==> src/rtl/fpga_clk_cfg_pkg.sv <==
// Shared types and constants for the clock-generator configuration-port arbiter.
package fpga_clk_cfg_pkg;

  localparam int CFG_ADDR_W = 4;
  localparam int CFG_DATA_W = 32;
  localparam logic [31:0] CFG_ERR_DATA = 32'hDEADDA7A;

  typedef enum logic [1:0] {
    IDLE  = 2'd0,
    ISSUE = 2'd1,
    RESP  = 2'd2
  } cfg_arb_state_e;

  typedef struct packed {
    logic [CFG_ADDR_W-1:0] add;
    logic [CFG_DATA_W-1:0] data;
    logic                  wrn;
  } cfg_txn_t;

endpackage

==> src/rtl/fpga_clk_cfg_arbiter_rr_arb_pick.sv <==
// Combinational round-robin pick: first set request at or above ptr, wrapping.
module rr_arb_pick #(
  parameter int N     = 4,
  parameter int IDX_W = $clog2(N)
) (
  input  logic [N-1:0]     req,
  input  logic [IDX_W-1:0] ptr,
  output logic [N-1:0]     grant,
  output logic [IDX_W-1:0] idx,
  output logic             valid
);

  always_comb begin
    int               cand;
    logic [IDX_W-1:0] c;
    // NOTE: every output gets a default before the search so no path leaves it unassigned (no latch).
    grant = '0;
    idx   = '0;
    valid = 1'b0;
    for (int i = 0; i < N; i++) begin
      cand = int'(ptr) + i;
      if (cand >= N) cand = cand - N;
      c = IDX_W'(cand);
      if (!valid && req[c]) begin
        valid    = 1'b1;
        grant[c] = 1'b1;
        idx      = c;
      end
    end
  end

endmodule

==> src/rtl/fpga_clk_cfg_arbiter.sv <==
// Round-robin arbiter sharing the fpga_clk_gen config port among N_REQ masters.
// Optional ISSUE timeout abort is enabled by defining FPGA_CLK_CFG_TIMEOUT_EN.
module fpga_clk_cfg_arbiter
  import fpga_clk_cfg_pkg::*;
#(
  parameter int N_REQ  = 4,
  parameter int ADDR_W = CFG_ADDR_W,
  parameter int DATA_W = CFG_DATA_W
`ifdef FPGA_CLK_CFG_TIMEOUT_EN
  , parameter int TIMEOUT_CYCLES = 256
`endif
) (
  input  logic                    clk_i,
  input  logic                    rst_i,
  input  logic [N_REQ-1:0]        up_req_i,
  input  logic [N_REQ*ADDR_W-1:0] up_add_i,
  input  logic [N_REQ*DATA_W-1:0] up_data_i,
  input  logic [N_REQ-1:0]        up_wrn_i,
  output logic [N_REQ-1:0]        up_ack_o,
  output logic [DATA_W-1:0]       up_r_data_o,
  output logic                    up_err_o,
  output logic                    cfg_req_o,
  output logic [ADDR_W-1:0]       cfg_add_o,
  output logic [DATA_W-1:0]       cfg_data_o,
  output logic                    cfg_wrn_o,
  input  logic                    cfg_ack_i,
  input  logic [DATA_W-1:0]       cfg_r_data_i,
  output logic                    busy_o
);

  localparam int IDX_W = $clog2(N_REQ);

  cfg_arb_state_e   state_q, state_d;
  logic [IDX_W-1:0] ptr_q, grant_idx_q, pick_idx;
  logic [N_REQ-1:0] grant_oh_q, pick_grant;
  logic             pick_valid;
  cfg_txn_t         txn_q;
  logic             cfg_req_q;
  logic [DATA_W-1:0] r_data_q;

  rr_arb_pick #(.N(N_REQ), .IDX_W(IDX_W)) u_pick (
    .req   (up_req_i),
    .ptr   (ptr_q),
    .grant (pick_grant),
    .idx   (pick_idx),
    .valid (pick_valid)
  );

`ifdef FPGA_CLK_CFG_TIMEOUT_EN
  localparam int CNT_W = $clog2(TIMEOUT_CYCLES + 1);
  logic [CNT_W-1:0] tmo_q;
  logic             expire;
  logic             err_q;

  // An ack in the expiry cycle takes priority, so expiry only counts without ack.
  assign expire = (state_q == ISSUE) && !cfg_ack_i && (tmo_q == CNT_W'(TIMEOUT_CYCLES - 1));

  always_ff @(posedge clk_i) begin
    if (rst_i) begin
      tmo_q <= '0;
      err_q <= 1'b0;
    end else if (state_q == IDLE) begin
      tmo_q <= '0;
    end else if (state_q == ISSUE) begin
      if (cfg_ack_i) err_q <= 1'b0;
      else if (expire) err_q <= 1'b1;
      else tmo_q <= tmo_q + 1'b1;
    end
  end

  assign up_err_o = err_q;
`else
  assign up_err_o = 1'b0;
`endif

  always_comb begin
    state_d = state_q;
    unique case (state_q)
      IDLE:  if (pick_valid) state_d = ISSUE;
      ISSUE: begin
        if (cfg_ack_i) state_d = RESP;
`ifdef FPGA_CLK_CFG_TIMEOUT_EN
        else if (expire) state_d = RESP;
`endif
      end
      RESP:    state_d = IDLE;
      default: state_d = IDLE;
    endcase
  end

  always_ff @(posedge clk_i) begin
    if (rst_i) begin
      state_q     <= IDLE;
      ptr_q       <= '0;
      grant_idx_q <= '0;
      grant_oh_q  <= '0;
      txn_q       <= '0;
      cfg_req_q   <= 1'b0;
      r_data_q    <= '0;
    end else begin
      // NOTE: non-blocking assignments keep every register reading pre-edge values.
      state_q <= state_d;
      unique case (state_q)
        IDLE: begin
          if (pick_valid) begin
            grant_idx_q <= pick_idx;
            grant_oh_q  <= pick_grant;
            txn_q.add   <= up_add_i[pick_idx*ADDR_W +: ADDR_W];
            txn_q.data  <= up_data_i[pick_idx*DATA_W +: DATA_W];
            txn_q.wrn   <= up_wrn_i[pick_idx];
            cfg_req_q   <= 1'b1;
          end
        end
        ISSUE: begin
          if (cfg_ack_i) begin
            r_data_q  <= cfg_r_data_i;
            cfg_req_q <= 1'b0;
          end
`ifdef FPGA_CLK_CFG_TIMEOUT_EN
          else if (expire) begin
            r_data_q  <= CFG_ERR_DATA;
            cfg_req_q <= 1'b0;
          end
`endif
        end
        RESP: begin
          ptr_q <= (grant_idx_q == IDX_W'(N_REQ - 1)) ? '0 : IDX_W'(grant_idx_q + 1'b1);
        end
        default: ;
      endcase
    end
  end

  assign up_ack_o    = (state_q == RESP) ? grant_oh_q : '0;
  assign up_r_data_o = r_data_q;
  assign cfg_req_o   = cfg_req_q;
  assign cfg_add_o   = txn_q.add;
  assign cfg_data_o  = txn_q.data;
  assign cfg_wrn_o   = txn_q.wrn;
  assign busy_o      = (state_q != IDLE);

endmodule

==> config.mk <==
export PLATFORM = sky130hd
export DESIGN_NAME = fpga_clk_cfg_arbiter
export DESIGN_NICKNAME = d
export VERILOG_FILES = /design/src/rtl/fpga_clk_cfg_pkg.sv /design/src/rtl/fpga_clk_cfg_arbiter_rr_arb_pick.sv /design/src/rtl/fpga_clk_cfg_arbiter.sv
export SDC_FILE = /design/constraint.sdc
export NUM_CORES = 1
export LEC_CHECK = 0
export CAP_MARGIN = 40
export CORE_ASPECT_RATIO = 0.7
export CORE_MARGIN = 2
export CORE_UTILIZATION = 45
export DETAILED_ROUTE_END_ITERATION = 7
export GPL_TIMING_DRIVEN = 0
export PLACE_DENSITY = 0.88
export RECOVER_POWER = 100
export SYNTH_ARGS = -nofsm -noshare
export SYNTH_HDL_FRONTEND = slang
export SYNTH_SLANG_ARGS = --single-unit
==> constraint.sdc <==
create_clock -name clk_i -period 4.9 [get_ports clk_i]
set_input_delay 1.225 -clock clk_i [delete_from_list [all_inputs] [get_ports clk_i]]
set_output_delay 1.225 -clock clk_i [all_outputs]
set_load 0.03 [all_outputs]
==> flow_metrics.tcl <==
set metrics [dict create \
    fp.dieH_um 95.8 \
    slowest_delay_ps 640 \
    nFillCells 857 \
    max_freq_mhz 237 \
    p_clk_share_pct 31.5 \
    period_needed_ps 4220 \
    crit_type "reg2reg" \
    p_sw_share_pct 34.3 \
    critPathRequiredTime_ps 5090 \
    numCtsBuffers 9 \
    hp-class "reg2reg" \
    setup_violations 0 \
    power_leakage_nw 3.44 \
    yosys-top-cells-area "dfxtp_1, mux2i_1, a21oi_1" \
    cp_slowest_cell "nor2_1" \
    end_kind "register" \
    final_antenna_net_count 0 \
    status "finished, final reports clean" \
    die-width_um 135 \
    drt_wl_total_mm 19.9 \
    slew_headroom_pct 44.3 \
    yosysWarningCount 0 \
    multi_input_area_sq_um 3270 \
    peakVddDrop_v 0.000217 \
    clk_latency_ps 350 \
    die-area_sq_um 13000 \
    cp_data_arrival_time_ps 4410 \
    synthToLayoutAreaGrowth_pct 57.5 \
    wl_met1_mm 8.11 \
    synth_commonest_cells "dfxtp_1, nand2_1, mux2i_1" \
    cts_tree "yes" \
    coreArea_sq_um 11700 \
    wl_per_cell_um 18.9 \
    drc_errors 0 \
    syn_inst 615 \
    seq_power_share_pct 31.5 \
    cts_hold_buf 0 \
    wl_met3_mm 1.47 \
    first_pass_iters 6 \
    hold_viol 0 \
    power.switching_uw 837 \
    placed_area_sq_um 8220 \
    layout-drive-gt1-share_pct 7.97 \
    path_cells "clkbuf_1 > inv_2 > clkbuf_1 > ha_1 > buf_2 > mux2i_1 > o32ai_1 > nor2_1 > clkbuf_1 > a221oi_1 > o211ai_1 > o311ai_0" \
    ys_types 49 \
    yosysMostFrequentCell "dfxtp_1" \
    grt-ovfl-total 0 \
    drt_iter0_drc 419 \
    clkSinkCount 80 \
    tightest_slew_ps 832 \
    seq_area_sq_um 1600 \
    final_cell_area_sq_um 8530 \
    vias 6048 \
    layout.nets 1079 \
    antenna_found_initial 0 \
    netlist.area_leader.share_pct 29.5 \
    drv_slew 0 \
    grt_max_degree 17 \
    finalSetupTns_ps 0 \
    synth_flop_cell "dfxtp_1" \
    cp_max_fo 11 \
    rsz0062_at_grt "no" \
    p_comb_share_pct 37.0 \
    htreeDepth 3 \
    grt_pass1_vias 5963 \
    wl_met2_mm 9.59 \
    ios 263 \
    min_period_over_period_pct 86.2 \
    path_clk_slew_ps 70 \
    place_congestion 0.844 \
    cts-root-buf "clkbuf_16" \
    post_cts_buffers 0 \
    start_kind "register" \
    avgSynthCellArea_sq_um 8.81 \
    cts-resized-gates 0 \
    yosysTopAreaCell "dfxtp_1" \
    vias_per_cell 5.77 \
    synth_edf_count 0 \
    rows 33 \
    cpMostUsedCell "clkbuf_1" \
    synth_area_sq_um 5420 \
    postSynth.asyncResetShare_pct 0 \
    synth.net_count 808 \
    cap_violations 0 \
    ys_seq_elements 80 \
    power_density_nw_per_um2 286 \
    hpwl_mm 15.1 \
    ys_seq_area_share_pct 29.5 \
    initial_utilization_pct 46.2 \
    top_layer "met4" \
    gr-usage-all-layers_pct 29.5 \
    p_int_mw 1.61 \
    clockBufferDepth 2 \
    portBuffers 260 \
    skew_ps 5.43 \
    grt_pass1_wl_mm 30.3 \
    n_antenna_cell 0 \
]
==> area by class of cell <==
class | count | share of cell area, %
well taps | 157 | 2.30
plain buffers | 56 | 4.27
clock buffers | 9 | 2.64
flip-flops and latches | 80 | 18.8
clock inverters | 7 | 1.28
inverters | 43 | 1.89
repair buffers | 260 | 30.5
multi-input cells | 436 | 38.4
==> routing by layer <==
metal / vias up / track usage, %
met2: 288 / 51.1
li1: 2805 / -
met4: 0 / 10.9
met5: - / 0
met3: 59 / 7.06
met1: 2896 / 36.1
==> power groups by stage <==
stage	Clock [mW]	Sequential, mW	Combinational (mW)
final	0.770	0.769	0.904
after global routing	0.800	0.776	0.958
after CTS	0.774	0.770	0.933
after detailed placement	0	0.783	0.927
after global placement	0	0.778	0.904
after floorplan	0	0.908	0.402
==> final timing paths <==
path | slack (ps) | from | to | depth (start not counted)
setup / recovery | 680 | ptr_q[0] | cfg_data_o[12] | 12
hold / removal | 450 | up_r_data_o[21] | up_r_data_o[21] | 2
setup reg to reg | 680 | ptr_q[0] | cfg_data_o[12] | 12
hold reg to reg | 450 | up_r_data_o[21] | up_r_data_o[21] | 2
==> cell families after synthesis <==
family / synth area share, %
AO/OA/AOI/OAI: 28.9
adder cells (fa/ha/maj): 1.39
flip-flops: 29.5
other: 0.0692
multiplexers: 16.5
AND/OR/NAND/NOR: 13.8
buffers and inverters: 9.74
==> worst max-delay path: cells and delay by family (launching register included) <==
family	cells	cell delay, ps
fa+ha+maj	1	400
mux	1	270
simple gates	1	640
flops	1	490
buf+inv	5	1670
compound gates	4	570
==> cells in the final DEF, fill, tap and decap left out, types with 10 or more instances in the layout <==
| cell type | instances |
|---|---|
| a221oi_1 | 17 |
| mux2_1 | 14 |
| nor2_1 | 25 |
| mux2i_1 | 59 |
| nand2b_1 | 22 |
| o221ai_2 | 10 |
| o211ai_1 | 21 |
| inv_1 | 42 |
| clkdlybuf4s50_1 | 183 |
| dfxtp_1 | 80 |
| nand2_1 | 71 |
| dlygate4sd3_1 | 77 |
| a22o_1 | 17 |
| o21bai_1 | 21 |
| clkbuf_1 | 34 |
| o311ai_0 | 18 |
| a21oi_1 | 57 |
| nand3b_1 | 18 |
==> through the flow <==
stage          utilization (%)  hold WS (ps)  setup WS [ps]  std cells  total power, mW
3_3_place_gp              70.1           442            963       1032             1.68
6_report                  72.8           451            677       1048             2.44
5_1_grt                   72.8           477            356       1048             2.53
3_5_place_dp              70.1           447            870       1032             1.71
2_1_floorplan                -           440           1750        615             1.31
4_1_cts                   72.9           457            924       1048             2.48
==> state kept, by name, summed over array words and instances, names as in the netlist <==
| signal | count |
|---|---|
| ptr_q | 2 |
| cfg_req_o | 1 |
| cfg_add_o | 4 |
| grant_oh_q | 4 |
| up_r_data_o | 32 |
| state_q | 2 |
| cfg_data_o | 32 |
| cfg_wrn_o | 1 |
| grant_idx_q | 2 |
(Power assumes the default switching activity.)
